$ cat config.mk
export PLATFORM = sky130hd
export DESIGN_NAME = tdm_slot_arbiter
export DESIGN_NICKNAME = d
export VERILOG_FILES = /design/src/rtl/tdm_slot_arbiter.sv
export SDC_FILE = /design/constraint.sdc
export NUM_CORES = 1
export LEC_CHECK = 0
export BUFFER_PORTS_ARGS = -buffer_cell sky130_fd_sc_hd__buf_4
export CORE_UTILIZATION = 45
export DETAILED_ROUTE_END_ITERATION = 6
export MAX_ROUTING_LAYER = met4
export PLACE_DENSITY = 0.75
export SLEW_MARGIN = 20
export SYNTH_ARGS = -nofsm -noshare
export SYNTH_HDL_FRONTEND = slang
export SYNTH_SLANG_ARGS = --single-unit
$ cat constraint.sdc
create_clock -name clk -period 4.5 [get_ports clk]
set_clock_uncertainty 0.2 [all_clocks]
set_input_delay 0 -clock clk [delete_from_list [all_inputs] [get_ports clk]]
set_output_delay 0 -clock clk [all_outputs]
set_load 0.05 [all_outputs]
$ cat src/rtl/tdm_slot_arbiter.sv
// tdm_slot_arbiter
// Shares one registered output channel among N_REQ requesters. In mode 0 each
// requester owns a fixed time slot of SLOT_CYC cycles (one word per slot at most);
// in mode 1 grants rotate work-conserving round-robin from the last granted
// requester. A one-entry output register with valid/ready handshake sits at the
// output, so accepted data appears one cycle after the transfer.
module tdm_slot_arbiter #(
    parameter int N_REQ    = 2,
    parameter int DATA_W   = 8,
    parameter int SLOT_CYC = 2
) (
    input  logic                      clk,
    input  logic                      reset,
    input  logic                      mode,
    input  logic [N_REQ-1:0]          req_valid,
    input  logic [N_REQ*DATA_W-1:0]   req_data,
    output logic [N_REQ-1:0]          req_ready,
    output logic                      out_valid,
    output logic [DATA_W-1:0]         out_data,
    output logic [$clog2(N_REQ)-1:0]  out_src,
    input  logic                      out_ready,
    output logic                      slot_tick
);

    localparam int PTR_W = (N_REQ > 1) ? $clog2(N_REQ) : 1;
    localparam int CNT_W = (SLOT_CYC > 1) ? $clog2(SLOT_CYC) : 1;

    logic [CNT_W-1:0]  slot_cnt_q, slot_cnt_d;
    logic [PTR_W-1:0]  ptr_q, ptr_d;
    logic              slot_used_q, slot_used_d;
    logic [PTR_W-1:0]  last_grant_q, last_grant_d;
    logic              mode_q;
    logic              out_valid_q, out_valid_d;
    logic [DATA_W-1:0] out_data_q, out_data_d;
    logic [PTR_W-1:0]  out_src_q, out_src_d;

    logic              cap;
    logic              mode_chg;
    logic              at_last;
    logic              rr_found;
    logic [PTR_W-1:0]  rr_grant;
    logic [PTR_W-1:0]  sel;
    logic [N_REQ-1:0]  ready_c;
    logic              xfer;
    int                rr_idx;

    // Grant selection: slot owner in TDM mode, first valid after last grant in RR mode.
    // A mode change suppresses all grants for that cycle (the bubble).
    always_comb begin
        cap      = !out_valid_q || out_ready;
        mode_chg = (mode != mode_q);
        at_last  = (slot_cnt_q == CNT_W'(SLOT_CYC - 1));

        rr_found = 1'b0;
        rr_grant = last_grant_q;
        rr_idx   = 0;
        for (int k = 1; k <= N_REQ; k++) begin
            rr_idx = int'(last_grant_q) + k;
            if (rr_idx >= N_REQ) rr_idx = rr_idx - N_REQ;
            if (!rr_found && req_valid[rr_idx]) begin
                rr_found = 1'b1;
                rr_grant = PTR_W'(rr_idx);
            end
        end

        ready_c = '0;
        sel     = ptr_q;
        if (!reset && !mode_chg) begin
            if (!mode) begin
                sel = ptr_q;
                if (cap && !slot_used_q) ready_c[ptr_q] = 1'b1;
            end else begin
                sel = rr_grant;
                if (rr_found && cap) ready_c[rr_grant] = 1'b1;
            end
        end
        xfer = |(ready_c & req_valid);
    end

    // Next-state for slot timer, pointers and the output register.
    always_comb begin
        slot_cnt_d   = slot_cnt_q;
        ptr_d        = ptr_q;
        slot_used_d  = slot_used_q;
        last_grant_d = last_grant_q;
        out_valid_d  = out_valid_q;
        out_data_d   = out_data_q;
        out_src_d    = out_src_q;

        if (mode_chg) begin
            slot_cnt_d  = '0;
            slot_used_d = 1'b0;
        end else if (at_last) begin
            slot_cnt_d  = '0;
            slot_used_d = 1'b0;
            ptr_d       = (ptr_q == PTR_W'(N_REQ - 1)) ? '0 : ptr_q + PTR_W'(1);
        end else begin
            slot_cnt_d = slot_cnt_q + CNT_W'(1);
            if (xfer) slot_used_d = 1'b1;
        end

        if (xfer && mode) last_grant_d = sel;

        if (xfer) begin
            out_valid_d = 1'b1;
            out_data_d  = req_data[int'(sel)*DATA_W +: DATA_W];
            out_src_d   = sel;
        end else if (out_ready) begin
            out_valid_d = 1'b0;
        end
    end

    // State registers; reset discards any pending output word.
    always_ff @(posedge clk or posedge reset) begin
        if (reset) begin
            slot_cnt_q   <= '0;
            ptr_q        <= '0;
            slot_used_q  <= 1'b0;
            last_grant_q <= PTR_W'(N_REQ - 1);
            mode_q       <= 1'b0;
            out_valid_q  <= 1'b0;
            out_data_q   <= '0;
            out_src_q    <= '0;
        end else begin
            slot_cnt_q   <= slot_cnt_d;
            ptr_q        <= ptr_d;
            slot_used_q  <= slot_used_d;
            last_grant_q <= last_grant_d;
            mode_q       <= mode;
            out_valid_q  <= out_valid_d;
            out_data_q   <= out_data_d;
            out_src_q    <= out_src_d;
        end
    end

    assign req_ready = ready_c;
    assign slot_tick = !reset && at_last && !mode_chg;
    assign out_valid = out_valid_q;
    assign out_data  = out_data_q;
    assign out_src   = out_src_q;

endmodule
==> out/results.ini <==
[route]
drt-initial-drc-count=9
drt-pass1-iter-count=4
drc=0
viasPerCell=5.000
postRouteAntennaNets=0
avgRoutedWirePerCell_microns=14.14
num_vias=735
drt-total-wl_mm=2.079

[power]
powerDensity_nw_per_um2=576.4
ir_drop_uv=433.0
p_leak_nw=0.6651

[timing]
fmax_mhz=367.1
hold_viol=0
slew_violations=0
max-slew-margin-rel=0.6136
tightest_slew_ns=0.5789
setup_viol=0
min_period_ns=2.724
finalSetupTns_ns=0
finalCritPeriodShare=0.6053
grt_setup_unrepaired=no

[clock_tree]
clock_latency_ns=0.28
post-cts-setup-buffers=0
cts_buffers=3
cts_buffer_depth=2
htree_levels=1
root_buffer=clkbuf_4
cts.sinks=15
cts_tree=yes
ctsResizeCount=0
clk_pin_slew_ns=0.09

[placed_design]
place.port_buffers=34
gp_congestion=0.8644
hpwlAfterDp_mm=1.261
dp_cells=121

[layout]
nNetsFinal=145
multi_input_area_sq_um=431.7
seq_area_sq_um=376.6
fillCellCount=135
area_growth_pct=54.87
antenna_cells=0
final_cell_count_no_fill=147
drive_gt1_frac=0.4836

[yosys]
yosys.area.top_type=dfrtp_1
syn_nets=88
yosysMostFrequentCell=mux2_4
ys.flop_type=dfrtp_1
yosys_warnings=0
synthesis.area_sq_um=873.3
synth_edf_count=0
synthTopCellsByCount=mux2_4 (16), dfrtp_1 (14), nor2_1 (6), buf_6 (3), inv_1 (3)
ys_types=25
synth_seq_area_share=0.4312
synth.ff_latch_count=15
synth_area_leaders=dfrtp_1 (40%), mux2_4 (28%), buf_6 (3.9%), dfstp_2 (3.0%), nor2_1 (2.6%)
synthCells=66
synth-async-reset-ratio=1.000
yosysTopAreaCellShare=0.4011
avgSynthCellArea_sq_um=13.23

[outcome]
status=complete, no violations

[global_routing]
grt_max_degree=16
track_usage=0.2314
grt_pass1_wl_mm=3.277
grt_overflow=0
antenna_found_initial=0
grt_pass1_vias=795

[setup_path]
critPathKind=reg2reg
crit_slowest_cell=dlygate4sd3_1
cp.arrival_ns=2.70
max_stage_delay_ns=0.56
cp_data_required_time_ns=4.47
crit_top_cell=mux2_4
cp-start-kind=flop
crit_path_end_kind=flop
cp_cell_sequence=nand2_4 > o21ai_1 > o31a_1 > mux2_4 > dlygate4sd3_1 > mux2_4
worstPathMaxFanout=8

[floorplan]
die_h_microns=46.06
coreArea_sq_um=1764
dieArea_sq_um=2121
num_rows=15
start_util=0.4950
io_pins=35
die_w_microns=46.06

[run]
drv_cap=0

[hold_path]
hold_path.class=in2async

## area by class of cell
cell class,instances,area share
Timing Repair Buffer,56,0.3515
Tap cell,25,0.02313
Inverter,3,0.008326
Clock buffer,4,0.01943
Multi-Input combinational cell,44,0.3191
Sequential cell,15,0.2784
## layer usage
layer | GRT usage | part of all wire | vias up
met5 | - | 0 | -
met4 | 0.1118 | 0.022 | 0
met3 | 0.04706 | 0.056 | 6
met2 | 0.4394 | 0.53 | 35
met1 | 0.2153 | 0.39 | 348
li1 | - | - | 346
## worst max-delay path: cells and delay by family (launching register included)
family                 cells  cell delay, ns
and+or+nand+nor            1            0.09
DFF                        1            0.53
AOI/OAI and AO/OA          2            0.62
muxes                      2            0.60
buffers and inverters      1            0.56
## placed cells by master (no fill, tap or decap), drive strengths merged, types with 2 or more instances in the layout
master / instances
nand2: 2
a41oi: 2
inv: 3
o21ai: 2
buf: 34
mux2: 16
nor2: 6
clkbuf: 4
a21oi: 2
dlygate4sd3: 22
a31oi: 2
dfrtp: 14
a21o: 3
## logic make-up after synthesis
kind of cell,count (synthesis),synth area share
xor gates and xnor gates,2,0.02006
and+or+nand+nor,13,0.09599
buffers and inverters,7,0.07450
AOI/OAI and AO/OA,13,0.1031
DFF,15,0.4312
muxes,16,0.2751
## path summary, 6_finish.rpt
kind / endpoint / from / cells after the start / slack, ns
max: out_data[0]$_DFFE_PP0P_ / mode_q$_DFF_PP0_ / 6 / 1.78
min: out_data[0]$_DFFE_PP0P_ / reset / 3 / 0.17
max reg2reg: out_data[0]$_DFFE_PP0P_ / mode_q$_DFF_PP0_ / 6 / 1.78
min reg2reg: at_last$_DFF_PP0_ / at_last$_DFF_PP0_ / 1 / 0.25
max in group asynchronous: ptr_q$_DFFE_PP0P_ / reset / 3 / 3.56
min in group clk: at_last$_DFF_PP0_ / at_last$_DFF_PP0_ / 1 / 0.25
## flip-flops by register name, indices dropped and copies added (netlist names)
signal,flops
last_grant_q,1
out_valid,1
at_last,1
out_data,8
slot_used_q,1
ptr_q,1
out_src,1
mode_q,1
## stage by stage
step / worst slack [ns] / power (mW) / instance area [sq um] / util / hold WS [ns]
finish: 1.776 / 0.7796 / 1353 / 0.7667 / 0.1695
global placement: 2.407 / 0.6478 / 1106 / 0.6270 / -0.08065
CTS: 1.768 / 0.7786 / 1353 / 0.7667 / 0.1812
global route: 1.682 / 0.8164 / 1353 / 0.7667 / 0.2144
detailed placement: 2.350 / 0.6557 / 1106 / 0.6270 / -0.07027
floorplan: 1.925 / 0.5552 / 873.3 / - / -0.2992
## power breakdown
group          switching, mW  internal [mW]  total (mW)
clock                 0.0434         0.0344      0.0778
combinational          0.252          0.218       0.471
sequential            0.0409          0.190       0.231
total                  0.337          0.443       0.780
## what timing repair did
action	in CTS	in global routing
hold buffers	22	0
endpoints found under the hold margin	28	0
endpoints found under the setup margin	0	0
No activity file was read; power rests on OpenSTA's default activity.
